**src/rtl/custom_axi_ip_pkg.sv**
```systemverilog
// Shared types for the custom AXI IP register-to-hardware path:
// FSM status encoding, the engine opcode set and the opcode width.
package custom_axi_ip_pkg;

  typedef enum logic [1:0] {
    ST_IDLE  = 2'd0,
    ST_BUSY  = 2'd1,
    ST_DONE  = 2'd2,
    ST_ERROR = 2'd3
  } status_e;

  localparam int OP_W = 2;

  typedef enum logic [OP_W-1:0] {
    OP_PASS = 2'd0,
    OP_INC  = 2'd1,
    OP_DEC  = 2'd2,
    OP_ACC  = 2'd3
  } op_e;

endpackage

```
**src/rtl/custom_axi_ip_sync_fifo.sv**
```systemverilog
// Single-clock FIFO used as the engine's input buffer.
// Push is ignored when full and pop is ignored when empty; rdata_o always
// shows the head entry, so a pop consumes exactly what is on rdata_o.
module custom_axi_ip_sync_fifo #(
  parameter int WIDTH = 8,
  parameter int DEPTH = 4
) (
  input  logic             clk_i,
  input  logic             rst_i,
  input  logic             push_i,
  input  logic             pop_i,
  input  logic [WIDTH-1:0] wdata_i,
  output logic [WIDTH-1:0] rdata_o,
  output logic             full_o,
  output logic             empty_o
);

  localparam int AW = (DEPTH > 1) ? $clog2(DEPTH) : 1;

  logic [WIDTH-1:0] mem_q [DEPTH];
  logic [AW-1:0]    wr_ptr_q, wr_ptr_d;
  logic [AW-1:0]    rd_ptr_q, rd_ptr_d;
  logic [AW:0]      count_q, count_d;
  logic             do_push, do_pop;

  assign full_o  = (count_q == (AW+1)'(DEPTH));
  assign empty_o = (count_q == '0);
  assign do_push = push_i && !full_o;
  assign do_pop  = pop_i && !empty_o;
  assign rdata_o = mem_q[rd_ptr_q];

  // Next pointer and occupancy; depth is a power of two so pointers wrap naturally.
  always_comb begin
    wr_ptr_d = wr_ptr_q;
    rd_ptr_d = rd_ptr_q;
    count_d  = count_q;
    if (do_push) wr_ptr_d = wr_ptr_q + 1'b1;
    if (do_pop)  rd_ptr_d = rd_ptr_q + 1'b1;
    case ({do_push, do_pop})
      2'b10:   count_d = count_q + 1'b1;
      2'b01:   count_d = count_q - 1'b1;
      default: count_d = count_q;
    endcase
  end

  // Pointer and occupancy registers; reset flushes the FIFO.
  always_ff @(posedge clk_i) begin
    if (rst_i) begin
      wr_ptr_q <= '0;
      rd_ptr_q <= '0;
      count_q  <= '0;
    end else begin
      wr_ptr_q <= wr_ptr_d;
      rd_ptr_q <= rd_ptr_d;
      count_q  <= count_d;
    end
  end

  // Storage array; contents are don't-care until written, so no reset.
  always_ff @(posedge clk_i) begin
    if (do_push) mem_q[wr_ptr_q] <= wdata_i;
  end

endmodule

```
**src/rtl/custom_axi_ip_mc_engine.sv**
```systemverilog
// Multi-channel data-processing engine. Buffers {op, ch, data} words in an
// input FIFO, processes one at a time (PASS/INC/DEC/per-channel ACC) and
// returns each result over a valid/ready output.
// Optional build macro: CUSTOM_AXI_IP_MC_SAT_EN -- INC/ACC clamp to all-ones
// on carry and DEC clamps to zero on borrow (accumulator keeps the clamped
// value, out_ovf_o still flags). Without it results wrap.
//
// Handshakes: a transfer happens on a rising edge where valid and ready are
// both 1. in_ready_o does not depend on in_valid_i; out_valid_o, once high,
// stays high with data/ch/ovf stable until the edge where out_ready_i is 1.
module custom_axi_ip_mc_engine
  import custom_axi_ip_pkg::*;
#(
  parameter int                  DATA_WIDTH = 32,
  parameter int                  NUM_CH     = 2,
  parameter int                  FIFO_DEPTH = 4,
  parameter logic [DATA_WIDTH-1:0] STEP     = DATA_WIDTH'(1),
  localparam int                 CH_W       = (NUM_CH > 1) ? $clog2(NUM_CH) : 1
) (
  input  logic                  clk_i,
  input  logic                  rst_i,
  input  logic                  in_valid_i,
  output logic                  in_ready_o,
  input  logic [DATA_WIDTH-1:0] in_data_i,
  input  logic [CH_W-1:0]       in_ch_i,
  input  logic [OP_W-1:0]       in_op_i,
  output logic                  out_valid_o,
  input  logic                  out_ready_i,
  output logic [DATA_WIDTH-1:0] out_data_o,
  output logic [CH_W-1:0]       out_ch_o,
  output logic                  out_ovf_o,
  output status_e               status_o,
  output logic [7:0]            err_count_o
);

  localparam int          FW       = OP_W + CH_W + DATA_WIDTH;
  localparam logic [4:0]  NUM_CH_L = 5'(NUM_CH);

  // Input buffer
  logic            fifo_push, fifo_pop, fifo_full, fifo_empty;
  logic [FW-1:0]   fifo_wdata, fifo_rdata;
  logic [DATA_WIDTH-1:0] head_data;
  logic [CH_W-1:0]       head_ch;
  logic [OP_W-1:0]       head_op;
  logic                  head_legal;

  assign fifo_push  = in_valid_i && !fifo_full;
  assign in_ready_o = !fifo_full;
  assign fifo_wdata = {in_op_i, in_ch_i, in_data_i};
  assign {head_op, head_ch, head_data} = fifo_rdata;
  // Channel check done on a 5-bit zero-extended copy so NUM_CH == 2^CH_W still compares correctly.
  assign head_legal = (5'(head_ch) < NUM_CH_L);

  custom_axi_ip_sync_fifo #(
    .WIDTH (FW),
    .DEPTH (FIFO_DEPTH)
  ) u_fifo (
    .clk_i   (clk_i),
    .rst_i   (rst_i),
    .push_i  (fifo_push),
    .pop_i   (fifo_pop),
    .wdata_i (fifo_wdata),
    .rdata_o (fifo_rdata),
    .full_o  (fifo_full),
    .empty_o (fifo_empty)
  );

  // State, operand, result and accumulator registers
  status_e               state_q, state_d;
  logic [DATA_WIDTH-1:0] op_data_q, op_data_d;
  logic [CH_W-1:0]       op_ch_q, op_ch_d;
  op_e                   op_op_q, op_op_d;
  logic [DATA_WIDTH-1:0] res_data_q, res_data_d;
  logic [CH_W-1:0]       res_ch_q, res_ch_d;
  logic                  res_ovf_q, res_ovf_d;
  logic [7:0]            err_q, err_d;
  logic [DATA_WIDTH-1:0] acc_q [NUM_CH];
  logic [DATA_WIDTH-1:0] acc_d [NUM_CH];

  logic [DATA_WIDTH-1:0] acc_sel;
  logic [DATA_WIDTH:0]   calc_ext;
  logic [DATA_WIDTH-1:0] calc_data;
  logic                  calc_ovf;
  logic                  take;

  assign out_valid_o = (state_q == ST_DONE);
  assign out_data_o  = res_data_q;
  assign out_ch_o    = res_ch_q;
  assign out_ovf_o   = res_ovf_q;
  assign status_o    = state_q;
  assign err_count_o = err_q;

  // Arithmetic datapath on the operand registers; carry/borrow is the extra top bit.
  always_comb begin
    acc_sel = '0;
    for (int c = 0; c < NUM_CH; c++) begin
      if (op_ch_q == CH_W'(c)) acc_sel = acc_q[c];
    end
    calc_ext = {1'b0, op_data_q};
    case (op_op_q)
      OP_INC:  calc_ext = {1'b0, op_data_q} + {1'b0, STEP};
      OP_DEC:  calc_ext = {1'b0, op_data_q} - {1'b0, STEP};
      OP_ACC:  calc_ext = {1'b0, acc_sel} + {1'b0, op_data_q};
      default: calc_ext = {1'b0, op_data_q};
    endcase
    calc_ovf  = calc_ext[DATA_WIDTH];
    calc_data = calc_ext[DATA_WIDTH-1:0];
`ifdef CUSTOM_AXI_IP_MC_SAT_EN
    if (calc_ovf) calc_data = (op_op_q == OP_DEC) ? '0 : '1;
`endif
  end

  // FSM next state: fetch from the FIFO, compute, present, or drop an illegal-channel word.
  always_comb begin
    state_d    = state_q;
    op_data_d  = op_data_q;
    op_ch_d    = op_ch_q;
    op_op_d    = op_op_q;
    res_data_d = res_data_q;
    res_ch_d   = res_ch_q;
    res_ovf_d  = res_ovf_q;
    err_d      = err_q;
    acc_d      = acc_q;
    take       = 1'b0;
    fifo_pop   = 1'b0;

    case (state_q)
      ST_IDLE: begin
        if (!fifo_empty) take = 1'b1;
      end
      ST_BUSY: begin
        res_data_d = calc_data;
        res_ch_d   = op_ch_q;
        res_ovf_d  = calc_ovf;
        if (op_op_q == OP_ACC) begin
          for (int c = 0; c < NUM_CH; c++) begin
            if (op_ch_q == CH_W'(c)) acc_d[c] = calc_data;
          end
        end
        state_d = ST_DONE;
      end
      ST_DONE: begin
        if (out_ready_i) begin
          if (!fifo_empty) take = 1'b1;
          else             state_d = ST_IDLE;
        end
      end
      ST_ERROR: begin
        if (err_q != 8'hFF) err_d = err_q + 8'd1;
        state_d = ST_IDLE;
      end
      default: state_d = ST_IDLE;
    endcase

    // Pop the head word into the operand registers.
    if (take) begin
      fifo_pop  = 1'b1;
      op_data_d = head_data;
      op_ch_d   = head_ch;
      op_op_d   = op_e'(head_op);
      state_d   = head_legal ? ST_BUSY : ST_ERROR;
    end
  end

  // Register update; reset returns to IDLE with zeroed results, counters and accumulators.
  always_ff @(posedge clk_i) begin
    if (rst_i) begin
      state_q    <= ST_IDLE;
      op_data_q  <= '0;
      op_ch_q    <= '0;
      op_op_q    <= OP_PASS;
      res_data_q <= '0;
      res_ch_q   <= '0;
      res_ovf_q  <= 1'b0;
      err_q      <= '0;
      for (int c = 0; c < NUM_CH; c++) acc_q[c] <= '0;
    end else begin
      state_q    <= state_d;
      op_data_q  <= op_data_d;
      op_ch_q    <= op_ch_d;
      op_op_q    <= op_op_d;
      res_data_q <= res_data_d;
      res_ch_q   <= res_ch_d;
      res_ovf_q  <= res_ovf_d;
      err_q      <= err_d;
      for (int c = 0; c < NUM_CH; c++) acc_q[c] <= acc_d[c];
    end
  end

endmodule

```
**config.mk**
```make
export PLATFORM = sky130hd
export DESIGN_NAME = custom_axi_ip_mc_engine
export DESIGN_NICKNAME = d
export VERILOG_FILES = /design/src/rtl/custom_axi_ip_pkg.sv /design/src/rtl/custom_axi_ip_sync_fifo.sv /design/src/rtl/custom_axi_ip_mc_engine.sv
export SDC_FILE = /design/constraint.sdc
export NUM_CORES = 1
export LEC_CHECK = 0
export CORE_ASPECT_RATIO = 0.7
export CORE_MARGIN = 2
export CORE_UTILIZATION = 59
export DETAILED_ROUTE_END_ITERATION = 16
export PLACE_DENSITY_LB_ADDON = 0.08
export REMOVE_ABC_BUFFERS = 1
export SYNTH_ARGS = -nofsm -noshare
export SYNTH_HDL_FRONTEND = slang
export SYNTH_SLANG_ARGS = --single-unit
```
**constraint.sdc**
```tcl
create_clock -name clk_i -period 4.4 [get_ports clk_i]
set_input_delay 0.88 -clock clk_i [delete_from_list [all_inputs] [get_ports clk_i]]
set_output_delay 0.88 -clock clk_i [all_outputs]
set_load 0.02 [all_outputs]
```
==> out/results.ini, run 1 <==
[sta]
finalMaxSlewViolations=0
finClkSkew_ps=11.2
setup_slack_ps=527
finalSetupViolCount=0
period_needed_ps=3870
fmax_ghz=0.258
maxSlewHeadroom=0.198
worst_pin_slew_ps=1200
tns_ps=0
hold_ws_ps=455
hold_viol_final=0
final.period_utilization=0.880
rsz0062_at_grt=false

[floorplanning]
num_io_pins=85
die_h_um=128
die_width_um=181
rows=45
start_util=0.599
dieArea_um2=23100
core_area_um2=21600

[routing]
vias=8998
wl_met3_um=1740
via_per_inst=5.90
m1WireLength_um=15000
drcViolationCount=0
drt_iter0_markers=847
met2_length_um=12700
routed_wl_um=29800
dr.pass1.iters=5
routedWlPerCell_um=19.6
highest_layer=met4
final_antenna_net_count=0

[setup_path]
start_kind=register
cp_slowest_stage_delay_ps=780
crit_fanout=21
end_kind=register
cp_common_cell=a21boi_0
path_cells=mux2i_1, a21boi_0, ha_1, a211oi_2, o21ai_2, and4_1, or4_4, a21boi_0, o21ai_0, xor2_1, nand2_1, a211oi_1
cp_data_arrival_time_ps=4340
slowest_stage=dfxtp_2
path_delay_family=compound AO/OA/AOI/OAI gates
required_ps=4870
cp_num_buf_inv=0
path_class=register to register

[final_layout]
layout-drive-gt1-share=0.105
antenna_cells=0
syn2layout_area_growth_pct=15.9
stdcell_count=1524
final_net_count=1300

[clock_network]
insertion_delay_ps=560
clock_sinks=290
htreeDepth=1
cts_setup_buffers=0
cts_made_buffers=27
hold_buffers=0
clock_path_buffers=3
clk_pin_slew_ps=70
cts-resized-gates=0
cts_tree=done
root_buffer=clkbuf_16

[global_route]
antenna_found_initial=0
grt_first_pass_wirelength_um=47400
grt_pass1_vias=8522
track_usage=0.260
grt_overflow=0
grt_start_max_net_pins=89

[yosys]
netlist.top_cell.by_area=edfxtp_1
ys.flop_type=dfxtp_1
synth_top_area_share=0.325
ys_types=60
synth-seq-cells=290
yosys-top-cells-area=edfxtp_1 33%, dfxtp_1 23%, mux4_2 6.1%
syn_area_um2=12900
postSynth.asyncResetShare=0
synthCells=1161
yosys_warnings=0
avgSynthCellArea_um2=11.1
synth-seq-area-share=0.558
synth_edf_count=140

[placement]
io_buffers=84
dp_slack_ps=600
hpwl_um=19500
gp_congestion=0.906
dp_cells=1474

[pwr]
cellPowerDensity_nw_per_um2=654
p_leak_nw=5.16
switching_share=0.377
p_clk_frac=0.251
vdd_drop_max_uv=377
p_switching_w=0.00369
pwr-share-seq=0.374
power_frac_comb=0.374
intPower_w=0.00610

[run]
max_cap_violations=0

[outcome]
outcome=finished, final reports clean

[min_path]
hold_path_class=register to register

[flip-flops by register name, indices dropped and copies added, names as in the netlist, 2 cells and up]
register         flops
acc_q               64
u_fifo.rd_ptr_q      2
op_op_q              2
op_data_q           32
u_fifo.wr_ptr_q      2
u_fifo.mem_q       140
status_o             2
u_fifo.count_q       3
out_data_o          32
err_count_o          8
[tightest hold or removal path, stage by stage, from the launching register on]
cell	delay [ps]
dfxtp_1	310
nand2_1	50
a21oi_1	50
[cells in the mapped netlist (all sizes together), types with 20 or more instances]
library cell  count
o21ai            36
dfxtp           150
nor2            129
clkbuf           63
a21oi           104
a211oi           74
edfxtp          140
ha               38
mux2i            37
xor2             20
nand2           143
mux4             35
a21boi           32
[power groups by stage]
stage	Clock (W)	Combinational, W	Sequential [W]
after floorplan	0	0.00227	0.00379
after global placement	0	0.00357	0.00371
after detailed placement	0	0.00363	0.00372
after CTS	0.00249	0.00365	0.00366
after global routing	0.00261	0.00402	0.00372
final	0.00246	0.00366	0.00367
[routing by layer]
layer,GRT usage,vias to the layer above
met2,0.387,248
met1,0.409,4344
met3,0.0406,36
li1,-,4370
met5,0,-
met4,0.0484,0
[kinds of logic after synthesis]
family,count (synthesis),share of synthesized area
flip-flops,290,0.558
adder cells (fa/ha/maj),40,0.0399
AO/OA/AOI/OAI,292,0.148
multiplexers,72,0.0897
buffers and inverters,88,0.0258
AND/OR/NAND/NOR,346,0.116
XOR/XNOR,33,0.0224
[layout by cell type, fill, tap and decap left out, drive strengths merged, types with 7 or more instances in the layout]
master	count
buf	22
nor2	129
clkbuf	38
nand2	143
a21boi	32
dfxtp	150
or3	8
edfxtp	140
a211oi	74
inv	17
o21ai	36
xor2	20
clkdlybuf4s50	83
and3	9
a21o	13
mux2i	37
xnor2	13
a31oi	7
ha	38
a21oi	104
mux4	35
nor3	16
[path summary, 6_finish.rpt]
| kind | end | slack [ps] | cells past startpoint | start |
|---|---|---|---|---|
| min | out_ch_o | 450 | 2 | out_ch_o |
| min reg2reg | out_ch_o | 450 | 2 | out_ch_o |
| max reg2reg | out_data_o[25] | 530 | 12 | op_ch_q |
| max | out_data_o[25] | 530 | 12 | op_ch_q |
[stage by stage]
stage,power (W),utilization,instance area [um^2]
final,0.00979,0.695,15000
after global routing,0.0103,0.695,15000
after CTS,0.00980,0.695,15000
after global placement,0.00728,0.651,14000
after floorplan,0.00605,-,12600
after detailed placement,0.00735,0.651,14000
[cell type report]
class	instances	area, um^2
fillers	1645	6590
repair buffers	105	1020
multi-input cells	783	5400
clock buffers	38	787
well taps	282	353
flip-flops and latches	290	7210
inverters	14	52.6
clock inverters	12	154
No activity file was read; power rests on OpenSTA's default activity.
==> run 2: changes to the inputs <==
--- a/config.mk
+++ b/config.mk
@@ -8,5 +8,5 @@
 export CORE_ASPECT_RATIO = 0.7
 export CORE_MARGIN = 2
-export CORE_UTILIZATION = 59
+export CORE_UTILIZATION = 40
 export DETAILED_ROUTE_END_ITERATION = 16
 export PLACE_DENSITY_LB_ADDON = 0.08
==> constraint.sdc (replaced) <==
create_clock -name clk_i -period 4.4 [get_ports clk_i]
set_input_delay 0.44 -clock clk_i [delete_from_list [all_inputs] [get_ports clk_i]]
set_output_delay 0.44 -clock clk_i [all_outputs]
set_load 0.02 [all_outputs]
==> run 2 against run 1 <==
Against the previous run:
- sequential share of layout area fell by 0.65 points
- via count fell by 2.2%
- largest cell class unchanged
- largest power group is now combinational cells
- setup slack got worse by 7.9 ps
- critical endpoint is now out_ovf_o
- clock skew rose by 2.8 ps
- highest routed layer unchanged
==> out/results.ini, run 2 (same netlist as run 1, synthesis figures left out) <==
[pwr]
p_total_w=0.0100
cellPowerDensity_nw_per_um2=658
pwr-share-seq=0.365
switching_share=0.381
intPower_w=0.00619
p_leak_nw=5.15
p_clk_frac=0.261
power_frac_comb=0.374
vdd_drop_max_uv=283
p_switching_w=0.00381

[routing]
drcViolationCount=0
routed_wl_um=32600
drt_iter0_markers=635
routedWlPerCell_um=19.5
dr.pass1.iters=5
vias=8802
via_per_inst=5.27
final_antenna_net_count=0

[clock_network]
clock_path_buffers=3
insertion_delay_ps=580
clk_pin_slew_ps=70
htreeDepth=1
cts_setup_buffers=0
cts_tree=done
cts-resized-gates=0
hold_buffers=0
clock_sinks=290
root_buffer=clkbuf_16
cts_made_buffers=29

[setup_path]
start_kind=register
required_ps=4880
cp_num_buf_inv=0
crit_fanout=19
path_delay_family=compound AO/OA/AOI/OAI gates
end_kind=register
reg2reg_from=op_ch_q
path_cells=mux2i_1, nand3_1, ha_1, fa_1, a211oi_1, o21bai_1, a21o_1, a31oi_4, o211ai_2, a31o_2, a31oi_1, nor3_1, nor4_2
path_class=register to register
startpoint=op_ch_q
cp_data_arrival_time_ps=4360
cp_slowest_stage_delay_ps=760
slowest_stage=dfxtp_2

[floorplanning]
dieArea_um2=33800
num_io_pins=85
die_width_um=219
die_h_um=154
rows=55
start_util=0.403
core_area_um2=32100

[min_path]
hp-start=acc_q[51]
hold_path_class=register to register

[sta]
setup_slack_ps=519
hold_viol_final=0
finalMaxSlewViolations=0
worst_pin_slew_ps=1070
period_needed_ps=3880
finClkSkew_ps=14.0
final.period_utilization=0.882
fmax_ghz=0.258
maxSlewHeadroom=0.287
finalSetupViolCount=0
rsz0062_at_grt=false

[final_layout]
fillers=2980
final_net_count=1298
top_regs=u_fifo.mem_q: 140 flops, acc_q: 64 flops
regMostFlops=u_fifo.mem_q
layout_commonest_cell=dfxtp_1
largest_reg_flops=140
syn2layout_area_growth_pct=17.5
layout-drive-gt1-share=0.105
final_cell_mix=147 x dfxtp_1, 143 x nand2_1, 140 x edfxtp_1
post-route-cell-area_um2=15200

[placement]
postPlaceCellArea_um2=14200
dp_slack_ps=550
hpwl_um=21200
io_buffers=84
gp_congestion=0.875

[global_route]
grt_first_pass_wirelength_um=51200
track_usage=0.196
grt_start_max_net_pins=82
grt_pass1_vias=8545
antenna_found_initial=0
grt_overflow=0

[run]
max_cap_violations=0

[outcome]
outcome=finished, final reports clean

run 2: cell count changes in the layout (fill, tap and decap cells not counted), moves of 3 or more:
cell / previous run / this run
and3_2: 1 / 5
clkinv_1: 3 / 7
clkbuf_8: 7 / 1
and3_1: 8 / 4
buf_4: 20 / 17
run 2: layout make-up:
class / instances / area (um^2) / area share
tap: 427 / 534 / 0.0352
clock buffer: 34 / 754 / 0.0497
sequential: 290 / 7210 / 0.475
multi-input combinational: 783 / 5410 / 0.356
inverter: 14 / 52.6 / 0.00346
antenna: 1 / 2.50 / 0.000165
clock inverter: 20 / 246 / 0.0162
timing repair buffer: 101 / 978 / 0.0644
run 2: per-stage QoR:
step | utilization | hold slack (ps) | setup TNS [ps] | std cells
3_5_place_dp | 0.442 | 446 | 0 | 1615
3_3_place_gp | 0.442 | 443 | 0 | 1615
5_1_grt | 0.474 | 471 | 0 | 1669
6_report | 0.474 | 455 | 0 | 1670
2_1_floorplan | - | 430 | -5790 | 1087
4_1_cts | 0.474 | 450 | 0 | 1669
run 2: power groups by stage:
| stage | Clock, W | Sequential [W] | Combinational, W |
|---|---|---|---|
| CTS | 0.00268 | 0.00366 | 0.00374 |
| finish | 0.00261 | 0.00365 | 0.00374 |
| detailed placement | 0 | 0.00372 | 0.00373 |
| global route | 0.00282 | 0.00371 | 0.00411 |
| global placement | 0 | 0.00371 | 0.00372 |
| floorplan | 0 | 0.00379 | 0.00227 |
run 2: metal layers:
| metal | vias up | global-route usage | wire, um |
|---|---|---|---|
| met5 | - | 0 | 0 |
| met4 | 0 | 0.0335 | 516 |
| met3 | 40 | 0.0340 | 1440 |
| met2 | 169 | 0.281 | 13400 |
| met1 | 4216 | 0.310 | 17300 |
| li1 | 4377 | - | - |
run 2: worst register-to-register path: stages (launching register included):
cell	delay (ps)
dfxtp_2	760
mux2i_1	260
nand3_1	90
ha_1	280
fa_1	450
a211oi_1	300
o21bai_1	150
a21o_1	250
a31oi_4	220
o211ai_2	170
a31o_2	290
a31oi_1	220
nor3_1	80
nor4_2	250
run 2: path summary, 6_finish.rpt:
kind / to / slack, ps / cells after the start
worst min register to register: acc_q[51] / 450 / 2
worst min-delay path: acc_q[51] / 450 / 2
worst max-delay path: out_ovf_o / 520 / 13
worst max register to register: out_ovf_o / 520 / 13
